===== config.mk =====
export PLATFORM = sky130hd
export DESIGN_NAME = fsm_out_monitor
export DESIGN_NICKNAME = d
export VERILOG_FILES = /design/src/rtl/fsm_out_monitor.sv
export SDC_FILE = /design/constraint.sdc
export NUM_CORES = 1
export LEC_CHECK = 0
export ABC_AREA = 1
export ABC_CLOCK_PERIOD_IN_PS = 2300
export BUFFER_PORTS_ARGS = -buffer_cell sky130_fd_sc_hd__buf_2
export CAP_MARGIN = 20
export CORE_ASPECT_RATIO = 1.4
export CORE_MARGIN = 2
export CORE_UTILIZATION = 43
export CTS_BUF_LIST = sky130_fd_sc_hd__clkbuf_8 sky130_fd_sc_hd__clkbuf_16
export DETAILED_ROUTE_END_ITERATION = 10
export PLACE_DENSITY_LB_ADDON = 0.12
export SYNTH_ARGS = -nofsm -noshare
export SYNTH_HDL_FRONTEND = slang
export SYNTH_SLANG_ARGS = --single-unit

===== constraint.sdc =====
create_clock -name clk -period 2.3 [get_ports clk]
set_input_delay 0.575 -clock clk [delete_from_list [all_inputs] [get_ports clk]]
set_output_delay 0.575 -clock clk [all_outputs]
set_load 0.02 [all_outputs]

===== src/rtl/fsm_out_monitor.sv =====
// fsm_out_monitor: observes the s / bs / f outputs of an upstream FSM and
// keeps registered statistics (s rising-edge count, bs run length, longest
// bs run, stuck flag) plus a small monitor state machine that tracks
// IDLE / ACTIVE / LOOP / HALT.
//
// Inputs are sampled at the rising edge of clk, and every output comes from a
// register, so no input reaches an output combinationally.
// rst clears everything asynchronously.
// clr is a synchronous clear and wins over f.
// f freezes the statistics on the edge that enters HALT and for as long as the
// block stays in HALT.
module fsm_out_monitor #(
  parameter int WIDTH    = 8,
  parameter int BS_LIMIT = 16
) (
  input  logic             clk,
  input  logic             rst,
  input  logic             clr,
  input  logic             s,
  input  logic             bs,
  input  logic             f,
  output logic [WIDTH-1:0] s_cnt,
  output logic [WIDTH-1:0] bs_run,
  output logic [WIDTH-1:0] bs_max,
  output logic             stuck,
  output logic             halted,
  output logic [1:0]       mode
);

  typedef enum logic [1:0] {
    IDLE   = 2'b00,
    ACTIVE = 2'b01,
    LOOP   = 2'b10,
    HALT   = 2'b11
  } mode_t;

  localparam logic [WIDTH-1:0] MAXV  = '1;
  localparam logic [WIDTH-1:0] ONE   = {{(WIDTH-1){1'b0}}, 1'b1};
  localparam logic [WIDTH-1:0] LIMIT = BS_LIMIT[WIDTH-1:0];

  mode_t            state;
  mode_t            state_next;
  logic             s_prev;
  logic             s_rise;
  logic             freeze;
  logic [WIDTH-1:0] cnt_next;
  logic [WIDTH-1:0] run_next;
  logic [WIDTH-1:0] max_next;
  logic             stuck_next;

  assign s_rise = s & ~s_prev;

  // Statistics hold on the edge that enters HALT and while the block is in HALT.
  assign freeze = f | (state == HALT);

  // Monitor state register.
  always_ff @(posedge clk or posedge rst) begin
    if (rst) state <= IDLE;
    else     state <= state_next;
  end

  // Next monitor state: clr first, then f, then the normal transitions.
  always_comb begin
    state_next = state;
    if (clr) begin
      state_next = IDLE;
    end else if (f) begin
      state_next = HALT;
    end else begin
      case (state)
        IDLE:    if (s_rise) state_next = ACTIVE;
        ACTIVE:  if (bs)     state_next = LOOP;
        LOOP:    if (!bs)    state_next = ACTIVE;
        default: state_next = HALT;
      endcase
    end
  end

  // Decode the monitor outputs from the registered state.
  always_comb begin
    mode   = state;
    halted = (state == HALT);
  end

  // Next values of the statistics, with saturating counters.
  always_comb begin
    cnt_next   = s_cnt;
    run_next   = bs_run;
    max_next   = bs_max;
    stuck_next = stuck;
    if (clr) begin
      cnt_next   = '0;
      run_next   = '0;
      max_next   = '0;
      stuck_next = 1'b0;
    end else if (!freeze) begin
      if (s_rise && (s_cnt != MAXV)) cnt_next = s_cnt + ONE;
      if (bs) run_next = (bs_run == MAXV) ? bs_run : (bs_run + ONE);
      else    run_next = '0;
      max_next   = (run_next > bs_max) ? run_next : bs_max;
      stuck_next = bs && (run_next >= LIMIT);
    end
  end

  // Statistics registers.
  // s_prev tracks s on every edge, so releasing clr or HALT cannot fake an s edge.
  always_ff @(posedge clk or posedge rst) begin
    if (rst) begin
      s_prev <= 1'b0;
      s_cnt  <= '0;
      bs_run <= '0;
      bs_max <= '0;
      stuck  <= 1'b0;
    end else begin
      s_prev <= s;
      s_cnt  <= cnt_next;
      bs_run <= run_next;
      bs_max <= max_next;
      stuck  <= stuck_next;
    end
  end

endmodule

==> results of run 1 <==
[timing repair]
action	in CTS	in global routing
setup endpoints to repair	7	8
hold buffers	0	0
gates resized for setup	3	19
setup buffers	0	0
pin swaps	5	7
[layout make-up]
type                       instances  share of cell area [%]
clock buffer                       4                   2.420
inverter                          38                   6.491
timing repair buffer              50                   13.42
tap                               43                   2.365
sequential                        28                   30.91
multi-input combinational        167                   44.39
[synth_stat cells, drive strengths merged]
| library cell | number | area, sq um |
|---|---|---|
| nand2 | 52 | 217.7 |
| inv | 38 | 142.6 |
| nand3 | 34 | 187.7 |
| dfrtp | 28 | 700.7 |
| nor2 | 20 | 87.58 |
| o21ai | 15 | 75.07 |
| a21oi | 9 | 45.04 |
| nor3 | 9 | 45.04 |
| ha | 7 | 87.58 |
| clkbuf | 3 | 11.26 |
| mux2 | 3 | 33.78 |
| nand4 | 3 | 18.77 |
| o21bai | 3 | 22.52 |
| nor4 | 2 | 12.51 |
| a31o | 1 | 8.760 |
| a31oi | 1 | 6.260 |
| a41oi | 1 | 8.760 |
| and2 | 1 | 6.260 |
| and3 | 1 | 6.260 |
| buf | 1 | 5.000 |
| nand3b | 1 | 7.510 |
| nor3b | 1 | 7.510 |
| o31ai | 1 | 7.510 |
| o32ai | 1 | 8.760 |
| xor2 | 1 | 8.760 |
[power by group]
| part | switching [uW] | total [uW] | internal [uW] |
|---|---|---|---|
| clock network | 170 | 324 | 154 |
| registers | 12.8 | 517 | 505 |
| logic | 137 | 218 | 81.4 |
| total | 319 | 1060 | 740 |
[metrics by stage]
stage / utilization [%] / setup WS [ns] / area [sq um] / instances / setup TNS [ns]
6_report: 57.55 / 0.04726 / 2275 / 330 / 0
2_1_floorplan: - / 0.005572 / 1777 / 237 / 0
3_5_place_dp: 53.62 / 0.008055 / 2120 / 326 / 0
5_1_grt: 57.55 / -0.1147 / 2275 / 330 / -0.8217
4_1_cts: 55.33 / 0.01041 / 2187 / 330 / 0
3_3_place_gp: 53.62 / 0.07349 / 2120 / 326 / 0
[worst max-delay path: stages (launching register included)]
cell and delay, ns:
sky130_fd_sc_hd__dfrtp_2 0.44, sky130_fd_sc_hd__ha_4 0.17, sky130_fd_sc_hd__nand2_2 0.08, sky130_fd_sc_hd__inv_2 0.05
sky130_fd_sc_hd__nand3_4 0.10, sky130_fd_sc_hd__inv_4 0.05, sky130_fd_sc_hd__nor3_4 0.18, sky130_fd_sc_hd__nor3_2 0.05
sky130_fd_sc_hd__ha_1 0.33, sky130_fd_sc_hd__inv_1 0.05, sky130_fd_sc_hd__o21bai_1 0.11, sky130_fd_sc_hd__inv_1 0.05
sky130_fd_sc_hd__nand2_1 0.07, sky130_fd_sc_hd__nand3_2 0.08, sky130_fd_sc_hd__nand2_4 0.14, sky130_fd_sc_hd__nand2_8 0.10
sky130_fd_sc_hd__nand3_2 0.07, sky130_fd_sc_hd__nand2_1 0.04
[flip-flops by register name (all words and copies together), names as in the netlist]
register	cells
stuck	1
bs_run	8
mode	2
s_prev	1
bs_max	8
s_cnt	8
[cell families (layout without fill, tap and decap cells)]
logic type	count (synthesis)	count (layout)	share of synthesized area, %
flops	28	28	39.60
buf+inv	42	92	8.981
fa+ha+maj	7	7	4.950
xor+xnor	1	1	0.4951
simple gates	124	124	33.73
compound gates	32	32	10.33
mux	3	3	1.909
[worst min-delay path by stage]
stage | to | slack, ns | cells after the start
finish | mode[1] | 0.32 | 3
global route | mode[1] | 0.36 | 3
CTS | bs_run[4] | 0.35 | 3
detailed placement | stuck | 0.51 | 2
global placement | bs_max[4] | 0.50 | 2
floorplan | s_cnt[1] | 0.55 | 3
[layer usage]
metal | up-vias | wire length, microns | track usage (%)
li1 | 877 | - | -
met1 | 791 | 1815 | 23.25
met2 | 35 | 2476 | 38.52
met3 | 7 | 148 | 2.917
met4 | 0 | 78 | 6.977
met5 | - | 0 | 0
==> results.md, run 1 <==
- Layout net count: between 300 and 400
- Die area: 4651 sq um
- Buffer type at the clock tree root: sky130_fd_sc_hd__clkbuf_8
- Share of the yosys chip area belonging to registers: 39.60%
- Yosys warnings: 0
- Number of pins exceeding their max-slew limit in the final report: 0
- CP Capture Point: bs_max[7]
- Category of the critical setup timing path: register to register
- Overall power consumption: 1059 uW
- Layout area overhead: 28.57%
- Number of H-tree levels: 1
- Type of the most critical hold path: input pin to asynchronous set/reset pin
- Cell leakage power: roughly 0.0012 uW
- FF+latch area: roughly 700 sq um
- Drt first pass iters: 4
- Crit path launch type: register
- Unrepaired setup endpoints after global routing: true
- Routed wire length: roughly 4500 microns
- Maximum number of pins on one net before global-route repair: 29
- Maximum buffer depth of the clock tree: 2
- Core ar.: 3953 sq um
- Commonest non-fill, non-tap cells in the layout: sky130_fd_sc_hd__nand2_1 (45), sky130_fd_sc_hd__inv_1 (34), sky130_fd_sc_hd__buf_2 (33), sky130_fd_sc_hd__dfrtp_1 (26), sky130_fd_sc_hd__nand3_1 (24)
- R2R setup slack: 0.05 ns
- Cell variety after synth: 33
- Height of the chip: 79.90 microns
- Placement Rows: 27
- Clock tree from TritonCTS: yes
- Global-route usage over all layers: 20.61%
- Residual overflow from global routing: 0
- Slew headroom: 71.31%
- Crit. End Element: register
- Mapped cell area: 1769 sq um
- Ratio of final minimum period to clock period: a little over nine tenths
- Leading cell type in the layout, fill and taps excluded: sky130_fd_sc_hd__nand2_1
- Starting DRT DRC Count: 67
- Highest attainable clock frequency: 443.9 MHz
- Number of placed I/O pins: 34
- Final routed wire length divided by cell count: roughly 14 microns
- Number of maximum-capacitance violations: 0
- Detailed placement HPWL: 3507 microns
- Crit path from: bs_run[0]
- Worst hold margin: 0.3232 ns
- Worst Tran Pin Value: between 0.4 and 0.5 ns
- Number of global-route vias before repair: roughly 1600
- Worst-path fanout max: 8
- Worst endpoint required time: 2.49 ns
- Footprint of the multi-input gates: between 1000 and 1500 sq um
- Synthesized net count: 250
- Post-route DRC violation count: 0
- Count of endpoints failing hold in the final timing report: 0
- Reg2Reg Launch Point: bs_run[0]
- Peak VDD IR: 0.0003654 V
- Post-route minimum period: 2.253 ns
- Final antenna-violating net count: 0
- Synthesis-stage register bit count: 28
- Wire length of the first global-routing pass: 7334 microns
- GPL Wtd Cong: 0.9056
- Final Skew: 0.004559 ns
- Width of the die: 58.21 microns
- Total power divided by cell area: 465.5 nW/um^2
- Initial antenna violation count: 0
- Proportion of layout cells with a drive suffix above 1: about a third
- Number of clock sinks: 28
- Input/output buffers: 33
- Initial core utilization: ~45%
- Register-to-Register Path Depth: 17
- Final-report setup violation count: 0
- Total inserted antenna cells: 0
- FILL cells: 380
- Worst-skew pair later-pin latency: 0.28 ns
- Critical R2R Capture: bs_max[7]
- CP arrival: 2.44 ns
- Run status: completed
- Mean post-synth cell area: 7.465 sq um
- Num CTS Buffers: 3
- Number of standard cells after synthesis: about 240
- Clock edge transition at the registers on the reported setup and hold paths: around 0.10 ns
- Via count normalized by instance count: 5.182
- Total via count in the routed design: 1710
(Power assumes the default switching activity.)
==> inputs of run 2 (changes only) <==
--- a/config.mk
+++ b/config.mk
@@ -7,13 +7,12 @@
 export LEC_CHECK = 0
 export ABC_AREA = 1
 export ABC_CLOCK_PERIOD_IN_PS = 2300
-export BUFFER_PORTS_ARGS = -buffer_cell sky130_fd_sc_hd__buf_2
 export CAP_MARGIN = 20
-export CORE_ASPECT_RATIO = 1.4
 export CORE_MARGIN = 2
 export CORE_UTILIZATION = 43
 export CTS_BUF_LIST = sky130_fd_sc_hd__clkbuf_8 sky130_fd_sc_hd__clkbuf_16
 export DETAILED_ROUTE_END_ITERATION = 10
+export DONT_BUFFER_PORTS = 1
 export PLACE_DENSITY_LB_ADDON = 0.12
 export SYNTH_ARGS = -nofsm -noshare
 export SYNTH_HDL_FRONTEND = slang
==> results.md, run 2 (synthesized netlist as in run 1, its figures left out) <==
- Maximum buffer depth of the clock tree: 2 (unchanged)
- Clock edge transition at the registers on the reported setup and hold paths: 0.10 ns (about the same)
- Cell at the slowest stage of the critical path: sky130_fd_sc_hd__dfrtp_2
- Total via count in the routed design: 1652 (-3.4%)
- Routed wire length: 4304 microns (-4.7%)
- Cell leakage power: 0.001110 uW (-8.4%)
- Total placed cells including tap cells: 303 (-7.1%)
- Clock tree from TritonCTS: yes
- Biggest registers after layout: bs_max: 8 flops, bs_run: 8 flops, s_cnt: 8 flops
- Layout net count: 276 (-8.3%)
- Input/output buffers: 0 (-100%)
- Commonest non-fill, non-tap cells in the layout: sky130_fd_sc_hd__nand2_1 (44), sky130_fd_sc_hd__inv_1 (35), sky130_fd_sc_hd__dfrtp_1 (26), sky130_fd_sc_hd__nand3_1 (24), sky130_fd_sc_hd__buf_4 (24)
- Peak VDD IR: 0.0002697 V (-26%)
- Final antenna-violating net count: 0 (unchanged)
- CP arrival: 2.44 ns (about the same)
- Highest attainable clock frequency: 442.3 MHz (-0.36%)
- Worst hold margin: 0.2321 ns (-0.09103 ns)
- Clk network pwr share: 35.6% (+5.0 points)
- Initial antenna violation count: 0 (unchanged)
- Number of placed I/O pins: 34 (unchanged)
- Worst Tran Pin Value: 0.4600 ns (+0.03354 ns)
- Total inserted antenna cells: 0 (unchanged)
- Cell Area, Placed: 1973 sq um (-6.9%)
- Starting DRT DRC Count: 81 (+21%)
- Category of the critical setup timing path: register to register
- Highest cell delay on the worst timing path: 0.44 ns (about the same)
- Num CTS Buffers: 3 (unchanged)
- Number of pins exceeding their max-slew limit in the final report: 0 (unchanged)
- Width of the die: 68.15 microns (+17%)
- Number of maximum-capacitance violations: 0 (unchanged)
- Global-route usage over all layers: 20.57% (-0.040 points)
- Proportion of layout cells with a drive suffix above 1: 25.19% (-6.2 points)
- Leading cell type in the layout, fill and taps excluded: sky130_fd_sc_hd__nand2_1
- Worst-skew pair later-pin latency: 0.28 ns (about the same)
- Placement Rows: 23 (-15%)
- Overall power consumption: 1121 uW (+5.8%)
- Total power divided by cell area: 510.7 nW/um^2 (+9.7%)
- Internal Power: 816.0 uW (+10%)
- Number of global-route vias before repair: 1554 (-4.7%)
- Ratio of final minimum period to clock period: 98.30% (+0.35 points)
- Worst endpoint required time: 2.48 ns (about the same)
- Layout area overhead: 24.04%
- Drt first pass iters: 4 (unchanged)
- Initial core utilization: 44.55% (-0.21 points)
- Wire length of the first global-routing pass: 7196 microns (-1.9%)
- Run status: completed
- Number of clock sinks: 28 (unchanged)
- Crit path launch type: register
- Buffer type at the clock tree root: sky130_fd_sc_hd__clkbuf_8
- GPL Wtd Cong: 0.7889 (-13%)
- CP Buf/Inv Count: 4 (unchanged)
- Final routed wire length divided by cell count: 13.79 microns (+0.76%)
- Portion of total power attributed to sequential cells: 46.6% (-2.3 points)
- Hold buffers post-CTS: 0 (unchanged)
- Height of the chip: 68.15 microns (-15%)
- Total net switching power: 304.7 uW (-4.5%)
- CP Cell Sequence: ha_4 > nand2_4 > inv_4 > nand3_4 > inv_4 > nor3_4 > nor3_2 > ha_1 > inv_1 > o21bai_1 > inv_1 > nand2_1 > nand3_2 > nand2_4 > nand2_8 > nand3_2 > nand2_2
- Post-route minimum period: 2.261 ns (+0.008056 ns)
- Final-report setup violation count: 0 (unchanged)
- Final Skew: 0.004477 ns (-0.00008146 ns)
- Cell area after layout: 2195 sq um (-3.5%)
- Worst-path fanout max: 8 (unchanged)
- Die area: 4644 sq um (-0.15%)
- Final cell count without fillers: 312 (-5.5%)
- Core ar.: 3971 sq um (+0.47%)
- Residual overflow from global routing: 0 (unchanged)
- Slew headroom: 69.26% (-2.0 points)
- Crit. End Element: register
- Post-route DRC violation count: 0 (unchanged)
- Share of total power consumed by net switching: 27.19% (-2.9 points)
- Detailed placement HPWL: 3201 microns (-8.7%)
- Via count normalized by instance count: 5.295 (+2.2%)
- Total negative slack for setup checks: 0 ns (unchanged)
- Kind of cell adding the most delay to the critical path: simple AND/OR/NAND/NOR gates
- Type of the most critical hold path: input pin to asynchronous set/reset pin
- Unrepaired setup endpoints after global routing: true
- Count of endpoints failing hold in the final timing report: 0 (unchanged)
- Number of H-tree levels: 1 (unchanged)
- Maximum number of pins on one net before global-route repair: 29 (unchanged)
- Combinational power share: 17.8% (-2.8 points)
## run 2: metal layers
| metal | share of wire (%) | track usage (%) |
|---|---|---|
| met2 | 44 | 31.31 |
| met3 | 6.3 | 4.934 |
| met1 | 48 | 29.25 |
| met4 | 1.0 | 5.250 |
| met5 | 0 | 0 |
## run 2: layout make-up
type | instances | area [sq um]
inverters | 38 | 147.6
repair buffers | 25 | 191.4
flip-flops and latches | 28 | 703.2
multi-input cells | 167 | 1018
fillers | 376 | 1777
clock buffers | 3 | 41.29
clock inverters | 1 | 30.03
well taps | 50 | 62.56
## run 2: power by group through the flow
stage	sequential (uW)	clock [uW]	combinational (uW)
floorplan	540	0	106
global placement	530	0	157
detailed placement	531	0	159
CTS	520	408	178
global route	525	433	225
finish	522	399	200
## run 2: what timing repair did
action,CTS,global route
buffers inserted,4,1
pin swaps,3,10
resized for setup,5,21
setup endpoints to repair,8,8
## run 2: worst register-to-register path, cell delays in order, from the launching register on
cell and delay [ns]:
sky130_fd_sc_hd__dfrtp_2 0.44, sky130_fd_sc_hd__ha_4 0.18, sky130_fd_sc_hd__nand2_4 0.07, sky130_fd_sc_hd__inv_4 0.04, sky130_fd_sc_hd__nand3_4 0.11, sky130_fd_sc_hd__inv_4 0.06, sky130_fd_sc_hd__nor3_4 0.14, sky130_fd_sc_hd__nor3_2 0.07
sky130_fd_sc_hd__ha_1 0.33, sky130_fd_sc_hd__inv_1 0.05, sky130_fd_sc_hd__o21bai_1 0.12, sky130_fd_sc_hd__inv_1 0.05, sky130_fd_sc_hd__nand2_1 0.08, sky130_fd_sc_hd__nand3_2 0.08, sky130_fd_sc_hd__nand2_4 0.13, sky130_fd_sc_hd__nand2_8 0.09
sky130_fd_sc_hd__nand3_2 0.08, sky130_fd_sc_hd__nand2_2 0.05
## run 2: worst paths after layout
path	startpoint	end	slack (ns)	cells past startpoint
max	bs_run[0]	bs_max[6]	0.04	17
min	rst	bs_run[5]	0.23	2
max reg2reg	bs_run[0]	bs_max[6]	0.04	17
min reg2reg	s_prev	s_cnt[1]	0.61	3
max in group asynchronous	rst	bs_run[1]	1.78	2
min in group clk	s	s_prev	0.31	0
## run 2: stage by stage
| stage | util, % | setup WS [ns] |
|---|---|---|
| floorplan | - | 0.005572 |
| global placement | 49.68 | 0.02964 |
| detailed placement | 49.68 | -0.04300 |
| CTS | 52.55 | 0.02562 |
| global route | 55.26 | -0.1404 |
| finish | 55.26 | 0.03921 |
